$ cat config.mk
export PLATFORM = sky130hd
export DESIGN_NAME = marlann_qpi_target
export DESIGN_NICKNAME = d
export VERILOG_FILES = /design/src/rtl/marlann_qpi_pkg.sv /design/src/rtl/marlann_qpi_sync.sv /design/src/rtl/marlann_qpi_target.sv
export SDC_FILE = /design/constraint.sdc
export NUM_CORES = 1
export LEC_CHECK = 0
export BUFFER_PORTS_ARGS = -buffer_cell sky130_fd_sc_hd__buf_2
export CAP_MARGIN = 20
export CORE_MARGIN = 1.5
export CORE_UTILIZATION = 50
export CTS_BUF_LIST = sky130_fd_sc_hd__clkbuf_8
export DETAILED_ROUTE_END_ITERATION = 16
export GPL_TIMING_DRIVEN = 1
export PLACE_DENSITY = 0.8
export SYNTH_ARGS = -nofsm -noshare
export SYNTH_HDL_FRONTEND = slang
export SYNTH_HIERARCHICAL = 1
export SYNTH_SLANG_ARGS = --single-unit
$ cat constraint.sdc
create_clock -name clock -period 3.4 [get_ports clock]
set_clock_uncertainty 0.15 [all_clocks]
set_input_delay 0 -clock clock [delete_from_list [all_inputs] [get_ports clock]]
set_output_delay 0 -clock clock [all_outputs]
set_load 0.02 [all_outputs]
$ cat src/rtl/marlann_qpi_pkg.sv
// Shared definitions for the marlann QPI target front-end:
// command codes, FSM state encoding and the header-length table.
package marlann_qpi_pkg;

  localparam logic [7:0] CMD_STATUS = 8'h20;
  localparam logic [7:0] CMD_WRBUF  = 8'h21;
  localparam logic [7:0] CMD_RDBUF  = 8'h22;
  localparam logic [7:0] CMD_STORE  = 8'h23;
  localparam logic [7:0] CMD_LOAD   = 8'h24;
  localparam logic [7:0] CMD_RUN    = 8'h25;

  typedef enum logic [2:0] {
    ST_IDLE,
    ST_CMD,
    ST_HDR,
    ST_WAIT,
    ST_TX,
    ST_SKIP
  } state_t;

  // len counts the command byte itself.
  typedef struct packed {
    logic       known;
    logic       in_only;
    logic [2:0] len;
  } hlen_t;

  function automatic hlen_t hlen(input logic [7:0] cmd);
    hlen_t h;
    h = '0;
    case (cmd)
      CMD_STATUS, CMD_RDBUF: begin
        h.known = 1'b1;
        h.len   = 3'd1;
      end
      CMD_STORE, CMD_LOAD: begin
        h.known = 1'b1;
        h.len   = 3'd4;
      end
      CMD_WRBUF, CMD_RUN: begin
        h.known   = 1'b1;
        h.in_only = 1'b1;
      end
      default: h = '0;
    endcase
    return h;
  endfunction

endpackage

$ cat src/rtl/marlann_qpi_sync.sv
// Synchroniser for qpi_csb/qpi_clk/qpi_io with registered posedge detect.
// Ports: clock, reset in; qpi_csb, qpi_clk, qpi_io_in async in;
//   csb_s, clk_pos (1-cycle), io_s[3:0] out, all mutually aligned.
// QPI_GLITCH_FILTER_EN: clk edge needs 2 equal synced samples (+1 clock).
module marlann_qpi_sync #(
  parameter int SYNC_STAGES = 2
) (
  input  logic       clock,
  input  logic       reset,
  input  logic       qpi_csb,
  input  logic       qpi_clk,
  input  logic [3:0] qpi_io_in,
  output logic       csb_s,
  output logic       clk_pos,
  output logic [3:0] io_s
);

  logic [SYNC_STAGES-1:0][5:0] r_q;
  logic [5:0] w_last;
  logic       r_csb;
  logic       r_pos;
  logic [3:0] r_io;

  assign w_last = r_q[SYNC_STAGES-1];

  // Chain resets to csb=0 so a frame in progress at reset is not
  // mistaken for a new one.
  always_ff @(posedge clock or posedge reset) begin
    if (reset) r_q <= '0;
    else       r_q <= {r_q[SYNC_STAGES-2:0],
                       {qpi_csb, qpi_clk, qpi_io_in}};
  end

`ifdef QPI_GLITCH_FILTER_EN
  logic [5:0] r_d1;
  logic       r_lvl;
  logic       w_stable;

  assign w_stable = (w_last[4] == r_d1[4]);

  always_ff @(posedge clock or posedge reset) begin
    if (reset) begin
      r_d1  <= '0;
      r_lvl <= 1'b0;
      r_pos <= 1'b0;
      r_csb <= 1'b0;
      r_io  <= '0;
    end else begin
      r_d1  <= w_last;
      if (w_stable) r_lvl <= w_last[4];
      r_pos <= w_stable & w_last[4] & ~r_lvl;
      r_csb <= r_d1[5];
      r_io  <= r_d1[3:0];
    end
  end
`else
  logic r_prev;

  always_ff @(posedge clock or posedge reset) begin
    if (reset) begin
      r_prev <= 1'b0;
      r_pos  <= 1'b0;
      r_csb  <= 1'b0;
      r_io   <= '0;
    end else begin
      r_prev <= w_last[4];
      r_pos  <= w_last[4] & ~r_prev;
      r_csb  <= w_last[5];
      r_io   <= w_last[3:0];
    end
  end
`endif

  assign csb_s   = r_csb;
  assign clk_pos = r_pos;
  assign io_s    = r_io;

endmodule

$ cat src/rtl/marlann_qpi_target.sv
// QPI target framing: nibble deserialiser, command/header/wait/tx FSM.
// Ports: clock, reset; qpi_csb/qpi_clk/qpi_io_in pads in, qpi_io_out/oe
//   out; rx_valid/rx_data/rx_first/frame_end out; tx_valid/tx_data in,
//   tx_ready out; qpi_err sticky out, err_clear in.
// QPI_GLITCH_FILTER_EN (in marlann_qpi_sync) adds clk glitch rejection.
module marlann_qpi_target
  import marlann_qpi_pkg::*;
#(
  parameter int         SYNC_STAGES = 2,
  parameter logic [7:0] IDLE_BYTE   = 8'hFF
) (
  input  logic       clock,
  input  logic       reset,
  input  logic       qpi_csb,
  input  logic       qpi_clk,
  input  logic [3:0] qpi_io_in,
  output logic [3:0] qpi_io_out,
  output logic       qpi_io_oe,
  output logic       rx_valid,
  output logic [7:0] rx_data,
  output logic       rx_first,
  output logic       frame_end,
  input  logic       tx_valid,
  input  logic [7:0] tx_data,
  output logic       tx_ready,
  output logic       qpi_err,
  input  logic       err_clear
);

  logic       w_csb, w_pos;
  logic [3:0] w_io;

  marlann_qpi_sync #(.SYNC_STAGES(SYNC_STAGES)) u_sync (
    .clock     (clock),
    .reset     (reset),
    .qpi_csb   (qpi_csb),
    .qpi_clk   (qpi_clk),
    .qpi_io_in (qpi_io_in),
    .csb_s     (w_csb),
    .clk_pos   (w_pos),
    .io_s      (w_io)
  );

  state_t     r_state, w_state_nx;
  logic       r_nib, w_nib_nx;
  logic [3:0] r_hi, w_hi_nx;
  logic [3:0] r_lo, w_lo_nx;
  logic [2:0] r_cnt, w_cnt_nx;
  logic       r_inonly, w_inonly_nx;
  logic       r_oe, w_oe_nx;
  logic [3:0] r_out, w_out_nx;
  logic       w_rx_v, w_rx_first, w_err_set, w_tx_rdy, w_launch;
  logic [7:0] w_byte;
  hlen_t      w_h;
  logic       r_armed, r_csb_prev;
  logic       r_rx_valid, r_rx_first, r_frame_end, r_tx_ready, r_err;
  logic [7:0] r_rx_data;

  always_ff @(posedge clock or posedge reset) begin
    if (reset) r_state <= ST_IDLE;
    else       r_state <= w_state_nx;
  end

  // r_nib: rx states = high nibble held; ST_TX = low nibble pending.
  always_comb begin
    w_state_nx  = r_state;
    w_nib_nx    = r_nib;
    w_hi_nx     = r_hi;
    w_lo_nx     = r_lo;
    w_cnt_nx    = r_cnt;
    w_inonly_nx = r_inonly;
    w_oe_nx     = r_oe;
    w_out_nx    = r_out;
    w_rx_v      = 1'b0;
    w_rx_first  = 1'b0;
    w_err_set   = 1'b0;
    w_tx_rdy    = 1'b0;
    w_launch    = 1'b0;
    w_byte      = {r_hi, w_io};
    w_h         = hlen(w_byte);
    if (w_csb) begin
      w_state_nx = ST_IDLE;
      w_nib_nx   = 1'b0;
      w_oe_nx    = 1'b0;
    end else begin
      unique case (r_state)
        ST_IDLE: if (r_armed) begin
          w_state_nx = ST_CMD;
          w_nib_nx   = 1'b0;
        end
        ST_CMD, ST_HDR: if (w_pos) begin
          w_nib_nx = ~r_nib;
          if (!r_nib) begin
            w_hi_nx = w_io;
          end else if (r_state == ST_HDR) begin
            w_rx_v = 1'b1;
            if (!r_inonly) begin
              w_cnt_nx = r_cnt - 3'd1;
              if (r_cnt == 3'd1) w_state_nx = ST_WAIT;
            end
          end else if (!w_h.known) begin
            w_err_set  = 1'b1;
            w_state_nx = ST_SKIP;
          end else begin
            w_rx_v      = 1'b1;
            w_rx_first  = 1'b1;
            w_inonly_nx = w_h.in_only;
            w_cnt_nx    = w_h.len - 3'd1;
            if (!w_h.in_only && w_h.len == 3'd1)
              w_state_nx = ST_WAIT;
            else
              w_state_nx = ST_HDR;
          end
        end
        ST_WAIT: if (w_pos) begin
          if (!r_nib) w_nib_nx = 1'b1;
          else        w_launch = 1'b1;
        end
        ST_TX: if (w_pos) begin
          if (r_nib) begin
            w_out_nx = r_lo;
            w_nib_nx = 1'b0;
          end else begin
            w_launch = 1'b1;
          end
        end
        ST_SKIP: w_state_nx = ST_SKIP;
        default: w_state_nx = ST_IDLE;
      endcase
      // High-nibble launch: the posedge just seen was the host's sample.
      if (w_launch) begin
        w_state_nx = ST_TX;
        w_oe_nx    = 1'b1;
        w_nib_nx   = 1'b1;
        if (tx_valid) begin
          {w_out_nx, w_lo_nx} = tx_data;
          w_tx_rdy = 1'b1;
        end else begin
          {w_out_nx, w_lo_nx} = IDLE_BYTE;
          w_err_set = 1'b1;
        end
      end
    end
  end

  always_ff @(posedge clock or posedge reset) begin
    if (reset) begin
      r_nib       <= 1'b0;
      r_hi        <= '0;
      r_lo        <= '0;
      r_cnt       <= '0;
      r_inonly    <= 1'b0;
      r_oe        <= 1'b0;
      r_out       <= '0;
      r_armed     <= 1'b0;
      r_csb_prev  <= 1'b0;
      r_rx_valid  <= 1'b0;
      r_rx_first  <= 1'b0;
      r_rx_data   <= '0;
      r_frame_end <= 1'b0;
      r_tx_ready  <= 1'b0;
      r_err       <= 1'b0;
    end else begin
      r_nib       <= w_nib_nx;
      r_hi        <= w_hi_nx;
      r_lo        <= w_lo_nx;
      r_cnt       <= w_cnt_nx;
      r_inonly    <= w_inonly_nx;
      r_oe        <= w_oe_nx;
      r_out       <= w_out_nx;
      // A frame may only start once csb has been seen high.
      if (w_csb) r_armed <= 1'b1;
      r_csb_prev  <= w_csb;
      r_frame_end <= w_csb & ~r_csb_prev & r_armed;
      r_rx_valid  <= w_rx_v;
      r_rx_first  <= w_rx_first;
      if (w_rx_v) r_rx_data <= w_byte;
      r_tx_ready  <= w_tx_rdy;
      if (w_err_set)      r_err <= 1'b1;
      else if (err_clear) r_err <= 1'b0;
    end
  end

  assign qpi_io_out = r_out;
  assign qpi_io_oe  = r_oe;
  assign rx_valid   = r_rx_valid;
  assign rx_data    = r_rx_data;
  assign rx_first   = r_rx_first;
  assign frame_end  = r_frame_end;
  assign tx_ready   = r_tx_ready;
  assign qpi_err    = r_err;

endmodule

==> results.toml <==
[placement]
dp_hpwl_um = 3043
dp.cells = 277
postPlaceCellArea_um2 = 2557
place_congestion = 0.8361
io_buffers = 35

[die]
dieArea_um2 = 5112
core_um2 = 4444
die_h_um = 71.50
rows = 24
die-width_um = 71.50
initial_utilization_pct = 52.79
ioPinCount = 36

[timing]
hold_viol_final = 0
fin_crit_sh_pct = 85.59
worst_pin_slew_ns = 0.8263
fmax_mhz = 343.6
relSlewSlack_pct = 44.91
grt_setup_unrepaired = "false"
fin_setup_tns_ns = 0
setup_viol = 0
min_period_ns = 2.910
slew_violations = 0

[global_routing]
grt_usage_pct = 20.16
grt_pass1_vias = 1746
grt_max_degree = 37
antenna_found_initial = 0
grt_pass1_wl_um = 7948
grt_overflow_total = 0

[clock_tree]
cts_tree = "yes"
cts_buffers = 5
root_buffer = "clkbuf_8"
cts_sinks = 55
clkTransAtPathRegs_ns = 0.11
htree_num_levels = 2
postCtsSetupBuffers = 0
clock_latency_ns = 0.32
clockBufferDepth = 2

[routing]
vias = 1663
dr.pass1.iters = 6
wl_um = 4589
drcViolationCount = 0
drt-initial-drc-count = 114
ant_nets = 0
wl_per_cell_um = 15.20
vias_per_cell = 5.507

[logic_synthesis]
async_reset_ff_share_pct = 100.0
synth-edff-count = 0
synthCells = 194
synth_ff_type = "dfrtp_1"
syn_nets = 216
ys_seq_area_share_pct = 58.67
yosys_warnings = 6
yosysTopAreaCellShare_pct = 58.67
synth_area_per_cell_um2 = 12.09
ys_types = 50
synth_area_leader_cell = "dfrtp_1"
synth_seq_cells = 55
netlist_area_um2 = 2346
synth.area.top_cells = "dfrtp_1 59%, mux2_4 3.8%, mux2_2 2.9%, o21ai_0 2.8%, nand2_1 2.4%"

[worst_setup_path]
cp.depth = 8
path_cells = "nor3_1 > nand3b_1 > or3_1 > ha_1 > a21bo_1 > o2111ai_2 > a21oi_2 > a2bb2oi_1"
cp_slowest_stage_delay_ns = 0.42
critPathTopFamily = "compound AO/OA/AOI/OAI gates"
rr_worst_depth = 8
end_kind = "register"
startpoint_type = "register"
cp.arrival_ns = 3.00
r2r_start = "u_sync/io_s[3]"
path_buf_inv = 0
required_ns = 3.49
crit_path_max_fanout = 12
critical_path_class = "register to register"
crit_slowest_cell = "o2111ai_2"
crit_start = "u_sync/io_s[3]"

[run_status]
outcome = "finished, final reports clean"

[final_layout]
final_cell_mix = "55 x dfrtp_1, 35 x buf_2, 17 x dlygate4sd3_1"
utilization_pct = 63.43
antennaDiodeCount = 0
stdcell_area_um2 = 2819
drive_above_1_share_pct = 27.60
nNetsFinal = 271
syn2layout_area_growth_pct = 20.16
layout.cells.non_filler = 302
fillers = 342
final_common_cell = "dfrtp_1"

[power_and_ir_drop]
ir_drop_mv = 0.3501
p_leak_nw = 1.394
power_density_nw_per_um2 = 572.9

[flow_run]
maxCapViolCount = 0

[min_path]
holdCritStartpoint = "qpi_io_in[0]"
hold_path_depth = 2
min_path_type = "input port to register"
Yosys cell counts (all sizes together) (3+ instances only):
cell and instances:
a21oi 8, buf 5, dfrtp 55, ha 4
inv 10, mux2 12, nand2 15, nand2b 7
nand3b 3, nor2 13, nor2b 4, nor3 3
o21ai 16, o31ai 4, or2 3
stage by stage:
stage               setup WS (ns)  hold slack [ns]  power [mW]
finish                     0.4899           0.1726       1.615
detailed placement         0.5190         -0.04034       1.233
global route               0.2824           0.1735       1.709
global placement           0.6379         -0.04234       1.209
CTS                        0.4791           0.1583       1.618
floorplan                  0.9723          -0.1989       1.127
timing repair:
action	4_1_cts	5_1_grt
gates resized for setup	0	0
setup endpoints to repair	0	0
hold buffers	17	0
hold endpoints to repair	71	0
sequential cells by signal, summed over array words and instances (netlist names), 3 cells and up:
register and count:
r_state 3, u_sync/io_s 4, r_lo 4, u_sync/w_last 6, rx_data 8, r_cnt 3, u_sync/r_q 6, qpi_io_out 4
r_hi 4
final cells by class:
type                       instances  area (um^2)  share of cell area, %
timing repair buffer              54        360.3                  12.78
clock inverter                     3        22.52                 0.7989
tap                               52        65.06                  2.308
clock buffer                       5        68.82                  2.441
inverter                          11        41.29                  1.465
sequential                        55         1376                  48.82
multi-input combinational        122        884.6                  31.38
power by group:
part / internal, mW / leakage, nW / total [mW] / switching [mW]
clock: 0.149 / 0.0489 / 0.369 / 0.220
sequential: 0.752 / 0.684 / 0.859 / 0.107
combinational: 0.182 / 0.661 / 0.387 / 0.205
layer usage:
layer / wire, um / GRT usage [%] / part of all wire, % / up-vias
met3: 150 / 4.360 / 3.3 / 7
met4: 72 / 7.128 / 1.6 / 0
met2: 2413 / 35.10 / 53 / 30
li1: - / - / - / 787
met5: 0 / 0 / 0 / -
met1: 1952 / 24.98 / 43 / 839
kinds of logic after synthesis:
family,Yosys count,share of synthesized area (%)
and+or+nand+nor,58,14.08
adders and majority gates,4,2.133
AOI/OAI and AO/OA,46,13.71
DFF,55,58.67
xor gates and xnor gates,2,1.067
buffers and inverters,17,3.627
muxes,12,6.720
final timing paths:
kind,endpoint,slack (ns)
worst max register to register,r_cnt[0],0.49
max in group asynchronous,u_sync/w_last[4],2.49
min in group asynchronous,u_sync/r_q[0],0.18
worst max-delay path,r_cnt[0],0.49
worst min register to register,u_sync/w_last[0],0.21
worst min-delay path,u_sync/r_q[0],0.17
Power figures use the tool's default switching activity.
